`src/rtl/iobuf_vec_ctl_pkg.sv`:
```
// Shared types for the tri-state pin vector controller and its arbiter.
// The optional synchronizer is selected by IOBUF_VEC_CTL_SYNC_EN in the top.
package iobuf_vec_ctl_pkg;

  typedef enum logic [1:0] {
    IDLE   = 2'd0,
    TURN   = 2'd1,
    DRIVE  = 2'd2,
    SAMPLE = 2'd3
  } ctl_state_t;

  typedef enum logic {
    DIR_READ  = 1'b0,
    DIR_WRITE = 1'b1
  } dir_t;

  localparam int TURN_CNT_W = 4;

  // Request/grant bit positions shared by the controller and the arbiter.
  localparam int REQ_WR = 0;
  localparam int REQ_RD = 1;

endpackage

```
`src/rtl/iobuf_rr_arb2.sv`:
```
// Two-requester round-robin arbiter: on contention the priority holder wins
// and priority passes to the other side once the grant is consumed.
module iobuf_rr_arb2 #(
  parameter logic RST_PRI = 1'b0
) (
  input  logic       i_clk,
  input  logic       i_rst,
  input  logic [1:0] i_req,
  input  logic       i_advance,
  output logic [1:0] o_grant,
  output logic       o_pri
);

  logic r_pri;

  always_comb begin
    o_grant = 2'b00;
    if (&i_req) o_grant[r_pri] = 1'b1;
    else        o_grant = i_req;
  end

  // Priority only moves when both sides competed for the grant.
  always_ff @(posedge i_clk) begin
    if (i_rst)                       r_pri <= RST_PRI;
    else if (i_advance && (&i_req))  r_pri <= ~r_pri;
  end

  assign o_pri = r_pri;

endmodule

```
`src/rtl/iobuf_vec_ctl.sv`:
```
// Sequences a shared tri-state pin vector between a write and a read port,
// owning T, inserting turnaround gaps; IOBUF_VEC_CTL_SYNC_EN adds an input synchronizer.
module iobuf_vec_ctl
  import iobuf_vec_ctl_pkg::*;
#(
  parameter int WIDTH       = 8,
  parameter int TURN_CYCLES = 1
) (
  input  logic             CLK,
  input  logic             RST,
  input  logic             wr_valid,
  input  logic [WIDTH-1:0] wr_data,
  output logic             wr_ready,
  input  logic             rd_req,
  output logic             rd_ready,
  output logic             rd_valid,
  output logic [WIDTH-1:0] rd_data,
  output logic [WIDTH-1:0] pins_I,
  output logic             pins_T,
  input  logic [WIDTH-1:0] pins_O,
  output logic             busy
);

  if (TURN_CYCLES < 1 || TURN_CYCLES > 15) begin : g_bad_turn
    $error("iobuf_vec_ctl: TURN_CYCLES must be in 1..15");
  end

  localparam logic [TURN_CNT_W-1:0] TC = TURN_CNT_W'(TURN_CYCLES);

  logic [WIDTH-1:0] w_pins_s;

`ifdef IOBUF_VEC_CTL_SYNC_EN
  localparam logic [1:0] SMP_EXTRA = 2'd2;
  logic [WIDTH-1:0] r_sync1, r_sync2;

  always_ff @(posedge CLK) begin
    if (RST) begin
      r_sync1 <= '0;
      r_sync2 <= '0;
    end else begin
      r_sync1 <= pins_O;
      r_sync2 <= r_sync1;
    end
  end

  assign w_pins_s = r_sync2;
`else
  localparam logic [1:0] SMP_EXTRA = 2'd0;
  assign w_pins_s = pins_O;
`endif

  ctl_state_t             r_state, r_tgt;
  dir_t                   r_last_dir;
  logic [TURN_CNT_W-1:0]  r_turn_cnt;
  logic [1:0]             r_smp_cnt;
  logic [WIDTH-1:0]       r_wdata, r_pins_I, r_rd_data;
  logic                   r_pins_T, r_rd_valid;
  logic                   w_idle, w_pri;
  logic [1:0]             w_req, w_gnt;

  assign w_idle = (r_state == IDLE);
  assign w_req  = {rd_req, wr_valid};

  iobuf_rr_arb2 #(.RST_PRI(1'(REQ_WR))) u_arb (
    .i_clk     (CLK),
    .i_rst     (RST),
    .i_req     (w_req),
    .i_advance (w_idle),
    .o_grant   (w_gnt),
    .o_pri     (w_pri)
  );

  always_ff @(posedge CLK) begin
    if (RST) begin
      r_state    <= IDLE;
      r_tgt      <= IDLE;
      r_last_dir <= DIR_READ;
      r_turn_cnt <= '0;
      r_smp_cnt  <= '0;
      r_wdata    <= '0;
      r_pins_I   <= '0;
      r_pins_T   <= 1'b1;
      r_rd_data  <= '0;
      r_rd_valid <= 1'b0;
    end else begin
      r_rd_valid <= 1'b0;
      case (r_state)
        IDLE: begin
          if (w_gnt[REQ_WR]) begin
            r_wdata <= wr_data;
            r_tgt   <= DRIVE;
            if (r_last_dir == DIR_WRITE) begin
              // Bus already parked driven: straight back into DRIVE.
              r_state  <= DRIVE;
              r_pins_T <= 1'b0;
              r_pins_I <= wr_data;
            end else begin
              r_state    <= TURN;
              r_turn_cnt <= TC;
              r_pins_T   <= 1'b1;
            end
          end else if (w_gnt[REQ_RD]) begin
            r_tgt <= SAMPLE;
            if (r_last_dir == DIR_READ) begin
              r_state   <= SAMPLE;
              r_smp_cnt <= SMP_EXTRA;
            end else begin
              r_state    <= TURN;
              r_turn_cnt <= TC;
              r_pins_T   <= 1'b1;
            end
          end
        end
        TURN: begin
          r_turn_cnt <= r_turn_cnt - TURN_CNT_W'(1);
          if (r_turn_cnt <= TURN_CNT_W'(1)) begin
            r_state <= r_tgt;
            if (r_tgt == DRIVE) begin
              r_pins_T <= 1'b0;
              r_pins_I <= r_wdata;
            end else begin
              r_smp_cnt <= SMP_EXTRA;
            end
          end
        end
        DRIVE: begin
          r_last_dir <= DIR_WRITE;
          r_state    <= IDLE;
        end
        SAMPLE: begin
          if (r_smp_cnt == 2'd0) begin
            r_rd_data  <= w_pins_s;
            r_rd_valid <= 1'b1;
            r_last_dir <= DIR_READ;
            r_state    <= IDLE;
          end else begin
            r_smp_cnt <= r_smp_cnt - 2'd1;
          end
        end
        default: r_state <= IDLE;
      endcase
    end
  end

  assign wr_ready = w_idle & w_gnt[REQ_WR];
  assign rd_ready = w_idle & w_gnt[REQ_RD];
  assign rd_valid = r_rd_valid;
  assign rd_data  = r_rd_data;
  assign pins_I   = r_pins_I;
  assign pins_T   = r_pins_T;
  assign busy     = ~w_idle;

  logic w_unused;
  assign w_unused = w_pri;

endmodule

```
`config.mk`:
```
export PLATFORM = sky130hd
export DESIGN_NAME = iobuf_vec_ctl
export DESIGN_NICKNAME = d
export VERILOG_FILES = /design/src/rtl/iobuf_vec_ctl_pkg.sv /design/src/rtl/iobuf_rr_arb2.sv /design/src/rtl/iobuf_vec_ctl.sv
export SDC_FILE = /design/constraint.sdc
export NUM_CORES = 1
export LEC_CHECK = 0
export ABC_CLOCK_PERIOD_IN_PS = 3750
export BUFFER_PORTS_ARGS = -buffer_cell sky130_fd_sc_hd__buf_2
export CORE_MARGIN = 2
export CORE_UTILIZATION = 25
export DETAILED_ROUTE_END_ITERATION = 6
export SYNTH_ARGS = -nofsm -noshare
export SYNTH_HDL_FRONTEND = slang
export SYNTH_SLANG_ARGS = --single-unit
```
`constraint.sdc`:
```
create_clock -name CLK -period 3.75 [get_ports CLK]
set_clock_uncertainty 0.2 [all_clocks]
set_input_delay 0.75 -clock CLK [delete_from_list [all_inputs] [get_ports CLK]]
set_output_delay 0.75 -clock CLK [all_outputs]
set_load 0.1 [all_outputs]
```
==> results of run 1 <==
[worst max-delay path, delay by kind of cell]
kind | cells | cell delay, ns
buffers and inverters | 3 | 0.62
AOI/OAI and AO/OA | 1 | 0.53
and+or+nand+nor | 1 | 0.16
[metal layers]
layer,vias up,part of all wire [%]
li1,833,-
met1,742,49
met2,33,46
met3,2,4.8
met4,0,0.42
met5,-,0
[state kept, by name, summed over array words and instances (netlist names)]
register / flops
rd_valid: 1
pins_I: 8
r_turn_cnt: 4
u_arb.o_pri: 1
rd_data: 8
r_state: 2
r_tgt: 2
r_last_dir: 1
r_smp_cnt: 2
pins_T: 1
r_wdata: 8
[Yosys cell counts, drive strengths merged (3+ instances only)]
| cell | instances |
|---|---|
| nand2 | 32 |
| nand3 | 12 |
| clkbuf | 5 |
| ha | 3 |
| a21oi | 25 |
| and3 | 3 |
| mux2 | 3 |
| o21ai | 6 |
| nor2b | 9 |
| nor3 | 4 |
| dfxtp | 38 |
| a311oi | 8 |
| inv | 16 |
| nor2 | 13 |
| a221oi | 10 |
| buf | 9 |
[worst max path at each step]
stage	slack (ns)	cells past startpoint	end
finish	0.73	5	wr_ready
global route	0.62	5	wr_ready
CTS	0.71	5	wr_ready
detailed placement	0.72	5	wr_ready
global placement	0.74	5	wr_ready
floorplan	0.80	4	wr_ready
[stage by stage]
stage | util [%] | instances | total power, W | setup slack [ns] | hold slack (ns)
after floorplan | - | 216 | 0.00154 | 0.795 | 0.221
after global placement | 29.2 | 343 | 0.00169 | 0.744 | 0.228
after detailed placement | 29.2 | 343 | 0.00169 | 0.722 | 0.234
after CTS | 31.1 | 351 | 0.00212 | 0.712 | 0.246
after global routing | 31.1 | 351 | 0.00224 | 0.622 | 0.259
final | 31.1 | 351 | 0.00210 | 0.725 | 0.242
[logic make-up (layout without fill, tap and decap cells)]
| family | after synthesis | in the layout | share of synthesized area, % |
|---|---|---|---|
| buffers and inverters | 30 | 66 | 7.62 |
| and+or+nand+nor | 83 | 83 | 22.7 |
| adders and majority gates | 3 | 3 | 2.06 |
| muxes | 3 | 3 | 2.06 |
| xor gates and xnor gates | 1 | 1 | 0.481 |
| DFF | 38 | 38 | 41.8 |
| AOI/OAI and AO/OA | 58 | 58 | 23.3 |
[power breakdown]
part | switching [W] | total (W) | internal, W
Sequential | 0.0000936 | 0.000602 | 0.000509
Combinational | 0.000790 | 0.00108 | 0.000285
Clock | 0.000152 | 0.000419 | 0.000267
[final cells by class]
| cell class | count | area share [%] |
|---|---|---|
| Sequential cell | 38 | 34.3 |
| Clock inverter | 3 | 3.10 |
| Timing Repair Buffer | 42 | 9.70 |
| Multi-Input combinational cell | 148 | 41.5 |
| Inverter | 16 | 2.71 |
| Clock buffer | 5 | 3.10 |
| Tap cell | 99 | 5.58 |
==> impl_metrics.json, run 1 <==
{
  "fmax_ghz": 0.331,
  "port_buffers": 40,
  "syn_area_mm2": 0.00182,
  "cap_violations": 0,
  "drt-pass1-iter-count": 4,
  "synth_edf_count": 0,
  "r2r_start": "r_state[0]$_SDFFE_PP0P_",
  "clock_sinks": 38,
  "worstMarginPinSlew_ns": 0.726,
  "grt_use_met3_pct": 3.32,
  "ioPinCount": 41,
  "ir_drop_v": 0.000805,
  "routed-via-count": 1610,
  "cp_common_cell": "buf_2",
  "ys_warn_count": 0,
  "worst_ep_arrival_time_ns": 2.07,
  "netlist_instances": 216,
  "via_per_inst": 4.59,
  "hpwl_um": 2760,
  "fin_nets": 274,
  "drt_iter0_markers": 65,
  "register_area_um2": 761,
  "layout_commonest_cell": "buf_2",
  "slew_headroom_pct": 51.6,
  "power.density_mw_per_mm2": 945,
  "min_period_ns": 3.02,
  "rrSetupSlack_ns": 1.42,
  "crit_type": "primary input to output pin",
  "top_usage_layer": "met2",
  "hold_viol": 0,
  "grt_pass1_vias": 1497,
  "post_cts_resize_count": 0,
  "ys_seq_area_share_pct": 41.8,
  "crit_slowest_cell": "a21boi_2",
  "yosysTopAreaCell": "dfxtp_1",
  "rsz0062_at_grt": "false",
  "crit_fanout": 14,
  "drv_slew": 0,
  "start_util_pct": 25.5,
  "cp-end-kind": "output pin",
  "startpoint": "rd_req",
  "die_w_um": 89.4,
  "cts_hold_buf": 0,
  "die_h_um": 89.4,
  "ys.flop_type": "dfxtp_1",
  "wl_per_cell_um": 11.5,
  "crit_chain": "buf_2 -> a21boi_2 -> nand2_1 -> inv_1 -> buf_2",
  "clock_latency_ns": 0.29,
  "cp-start-kind": "primary input",
  "cts_max_level": 2,
  "antenna_cells": 0,
  "ant_nets": 0,
  "status": "finished clean",
  "synth_fp_nets": 239,
  "grt-ovfl-total": 0,
  "gp_congestion": 0.731,
  "layout_common_cells": "buf_2 (40), dfxtp_1 (38), nand2_1 (32), a21oi_1 (24), inv_1 (16)",
  "drc": 0,
  "hold_class": "flip-flop to flip-flop",
  "holdPathStages": 1,
  "cts_tree": "yes",
  "synth.distinct_cells": 44,
  "setup-tns-final_ns": 0,
  "required_ns": 2.80,
  "grt_util_met1_pct": 13.0,
  "min_from": "r_smp_cnt[0]$_SDFFE_PP0P_",
  "dpl_cell_area_mm2": 0.00208,
  "post-route-cell-area_mm2": 0.00222,
  "min_to": "r_smp_cnt[0]$_SDFFE_PP0P_",
  "cts_root_buf": "clkbuf_8",
  "layout-area-overhead-vs-synth_pct": 21.8,
  "grt_max_degree": 42,
  "ys_seq_elements": 38,
  "track_usage_pct": 10.6,
  "multi_input_area_um2": 922,
  "grt_first_pass_wirelength_um": 6670,
  "num_rows": 31,
  "setup_viol": 0,
  "grtUsageMet2_pct": 17.7,
  "cts_made_buffers": 5,
  "synth-async-reset-ratio_pct": 0,
  "wl_um": 4030,
  "synth_top_area_share_pct": 41.8,
  "antenna_found_initial": 0,
  "cts_setup_buffers": 0,
  "avgSynthCellArea_um2": 8.43,
  "core_area_mm2": 0.00714,
  "r2r-end": "pins_I[3]$_SDFFE_PP0P_",
  "clockBufferDepth": 2,
  "path_clk_slew_ns": 0.08,
  "n_fill_cell": 828,
  "ys_top_cells_by_area": "dfxtp_1 (42%), a21oi_1 (6.6%), nand2_1 (6.6%)",
  "fin_crit_sh_pct": 80.7,
  "drive_gt1_share_pct": 25.0,
  "slowest_delay_ns": 0.53,
  "rr_worst_depth": 5,
  "die-area_mm2": 0.00799,
  "p_leak_nw": 0.872
}
Note: power is estimated with default switching activity, not from simulation.
==> inputs of run 2 (changes only) <==
--- a/config.mk
+++ b/config.mk
@@ -5,7 +5,8 @@
 export SDC_FILE = /design/constraint.sdc
 export NUM_CORES = 1
 export LEC_CHECK = 0
-export ABC_CLOCK_PERIOD_IN_PS = 3750
+export ABC_AREA = 1
+export ABC_CLOCK_PERIOD_IN_PS = 3100
 export BUFFER_PORTS_ARGS = -buffer_cell sky130_fd_sc_hd__buf_2
 export CORE_MARGIN = 2
 export CORE_UTILIZATION = 25
==> constraint.sdc (replaced) <==
create_clock -name CLK -period 3.1 [get_ports CLK]
set_clock_uncertainty 0.2 [all_clocks]
set_input_delay 0.62 -clock CLK [delete_from_list [all_inputs] [get_ports CLK]]
set_output_delay 0.62 -clock CLK [all_outputs]
set_load 0.1 [all_outputs]
==> run 2 against run 1 <==
Net effect: register-to-register slack got worse by 0.11 ns; highest routed layer unchanged; worst setup slack got worse by 0.033 ns; die area decreased by 0.40%; via count increased by 5.0%; sequential power increased by 16%; core utilization decreased by 0.53 points; critical path type is now flip-flop to output pin.
==> impl_metrics.json, run 2 <==
{
  "status": "finished clean",
  "ys_seq_area_share_pct": 41.9,
  "die_w_um": 89.2,
  "gp_congestion": 0.795,
  "post_cts_resize_count": 0,
  "startpoint": "r_state[1]$_SDFFE_PP0P_",
  "synthMuxAreaShare_pct": 0,
  "synth_adder_area_share_pct": 2.07,
  "cts_tree": "yes",
  "crit_type": "flip-flop to output pin",
  "synth_top_area_share_pct": 41.9,
  "synth_edf_count": 0,
  "drc": 0,
  "wl_um": 4090,
  "start_util_pct": 25.4,
  "die_h_um": 89.2,
  "cp-start-kind": "flip-flop",
  "clock_latency_ns": 0.29,
  "track_usage_pct": 10.8,
  "netlist_instances": 263,
  "synthTopCellsByCount": "nand2_1 (58), dfxtp_1 (38), a21oi_1 (36)",
  "path_clk_slew_ns": 0.07,
  "rrSetupSlack_ns": 1.31,
  "drv_slew": 0,
  "ir_drop_v": 0.000271,
  "r2r-end": "pins_I[4]$_SDFFE_PP0P_",
  "synth.distinct_cells": 22,
  "fin_ws_ns": 0.693,
  "ys_seq_elements": 38,
  "core_area_mm2": 0.00714,
  "cts_max_level": 2,
  "switching_share_pct": 52.1,
  "fin_util_pct": 30.6,
  "r2r_start": "r_turn_cnt[0]$_SDFFE_PP0P_",
  "seq_power_share_pct": 28.1,
  "holdPathStages": 2,
  "hold_viol": 0,
  "drt-pass1-iter-count": 4,
  "yosysTopAreaCell": "dfxtp_1",
  "cts_made_buffers": 5,
  "clkPwrFrac_pct": 16.5,
  "rsz0062_at_grt": "false",
  "cts_root_buf": "clkbuf_8",
  "p_int_w": 0.00119,
  "setup-tns-final_ns": 0,
  "ioPinCount": 41,
  "worst_ep_arrival_time_ns": 1.59,
  "grt-ovfl-total": 0,
  "fin_nets": 323,
  "cap_violations": 0,
  "via_per_inst": 4.23,
  "grt_max_degree": 25,
  "yosysMostFrequentCell": "nand2_1",
  "fin_crit_sh_pct": 77.7,
  "routed-via-count": 1691,
  "totalPowerFinal_w": 0.00249,
  "hold_slack_ns": 0.248,
  "antenna_cells": 0,
  "synth_top_family_by_area": "simple AND/OR/NAND/NOR gates",
  "drt_iter0_markers": 139,
  "rr_worst_depth": 9,
  "synthXorXnorAreaFrac_pct": 0,
  "setup_viol": 0,
  "post-place-ws_ns": 0.756,
  "cp-end-kind": "output pin",
  "worstMarginPinSlew_ns": 0.735,
  "cts_hold_buf": 0,
  "power.density_mw_per_mm2": 1140,
  "ant_nets": 0,
  "drive_gt1_share_pct": 20.3,
  "p_leak_nw": 1.03,
  "synth_fp_nets": 286,
  "synth-async-reset-ratio_pct": 0,
  "layout_commonest_cell": "nand2_1",
  "crit_fanout": 9,
  "antenna_found_initial": 0,
  "ys_warn_count": 0,
  "layout-area-overhead-vs-synth_pct": 20.3,
  "grt_pass1_vias": 1496,
  "clockBufferDepth": 2,
  "ys_top_cells_by_area": "dfxtp_1 (42%), nand2_1 (12%), a21oi_1 (9.9%)",
  "port_buffers": 40,
  "clock_sinks": 38,
  "min_from": "r_wdata[6]$_SDFFE_PP0P_",
  "grt_first_pass_wirelength_um": 6670,
  "combPwrFrac_pct": 55.3,
  "synthSimpleGateAreaFrac_pct": 27.8,
  "synth_compound_area_share_pct": 16.6,
  "avgSynthCellArea_um2": 6.90,
  "min_to": "r_wdata[6]$_SDFFE_PP0P_",
  "cts_setup_buffers": 0,
  "hpwl_um": 2860,
  "wl_per_cell_um": 10.2,
  "die-area_mm2": 0.00795,
  "min_period_ns": 2.41,
  "fmax_ghz": 0.415,
  "required_ns": 2.28,
  "n_fill_cell": 814,
  "slew_headroom_pct": 50.9,
  "layout_common_cells": "nand2_1 (58), buf_2 (40), dfxtp_1 (38), a21oi_1 (36), inv_1 (35)",
  "p_switching_w": 0.00130,
  "num_rows": 31,
  "ys.flop_type": "dfxtp_1",
  "hold_class": "flip-flop to flip-flop",
  "syn_area_mm2": 0.00181
}
==> run 2: cell types whose count changed after synthesis, moves of 4 or more <==
cell and delta:
inv_1 +19, nand2_1 +26, nor3_1 -4, o21ai_0 +16, nor2b_1 -9, nand3_1 +19, a21oi_1 +12, nor2_1 +6
a311oi_1 -8, a221oi_1 -7
==> run 2: power groups by stage <==
| stage | registers, W | clock network, W | logic, W |
|---|---|---|---|
| finish | 0.000700 | 0.000411 | 0.00138 |
| global route | 0.000718 | 0.000442 | 0.00153 |
| CTS | 0.000701 | 0.000424 | 0.00138 |
| detailed placement | 0.000710 | 0 | 0.00138 |
| global placement | 0.000708 | 0 | 0.00137 |
| floorplan | 0.00105 | 0 | 0.000855 |
==> run 2: logic make-up after synthesis <==
kind of cell | after synthesis
AOI/OAI and AO/OA | 58
DFF | 38
buffers and inverters | 49
and+or+nand+nor | 115
adders and majority gates | 3
==> run 2: worst max-delay path by stage <==
stage	end	slack, ns
finish	rd_ready	0.69
global route	rd_ready	0.57
CTS	rd_ready	0.67
detailed placement	rd_ready	0.76
global placement	wr_ready	0.78
floorplan	rd_ready	0.88
==> run 2: worst max-delay path, cell delays in order, from the launching register on <==
cell and delay [ns]:
dfxtp_1 0.36, nor2_4 0.26, nand3_1 0.15, inv_1 0.10
buf_2 0.43
==> run 2: through the flow <==
step / cell area [um2] / instances
after floorplan: 1810 / 263
after global placement: 2080 / 392
after detailed placement: 2080 / 392
after CTS: 2180 / 400
after global routing: 2180 / 400
final: 2180 / 400
==> run 2: area by class of cell <==
type                    instances  area, um2  share of cell area (%)
multi-input cells             176        842                    38.6
flip-flops and latches         38        761                    34.9
repair buffers                 40        200                    9.17
inverters                      39        149                    6.82
well taps                      99        124                    5.68
clock buffers                   7       76.3                    3.50
clock inverters                 1       30.0                    1.38
==> run 2: per-layer routing <==
metal,part of all wire [%],up-vias,global-route usage [%]
met4,2.7,0,6.78
met2,45,22,16.7
met1,49,747,13.5
met5,0,-,0
met3,4.0,9,2.68
li1,-,913,-
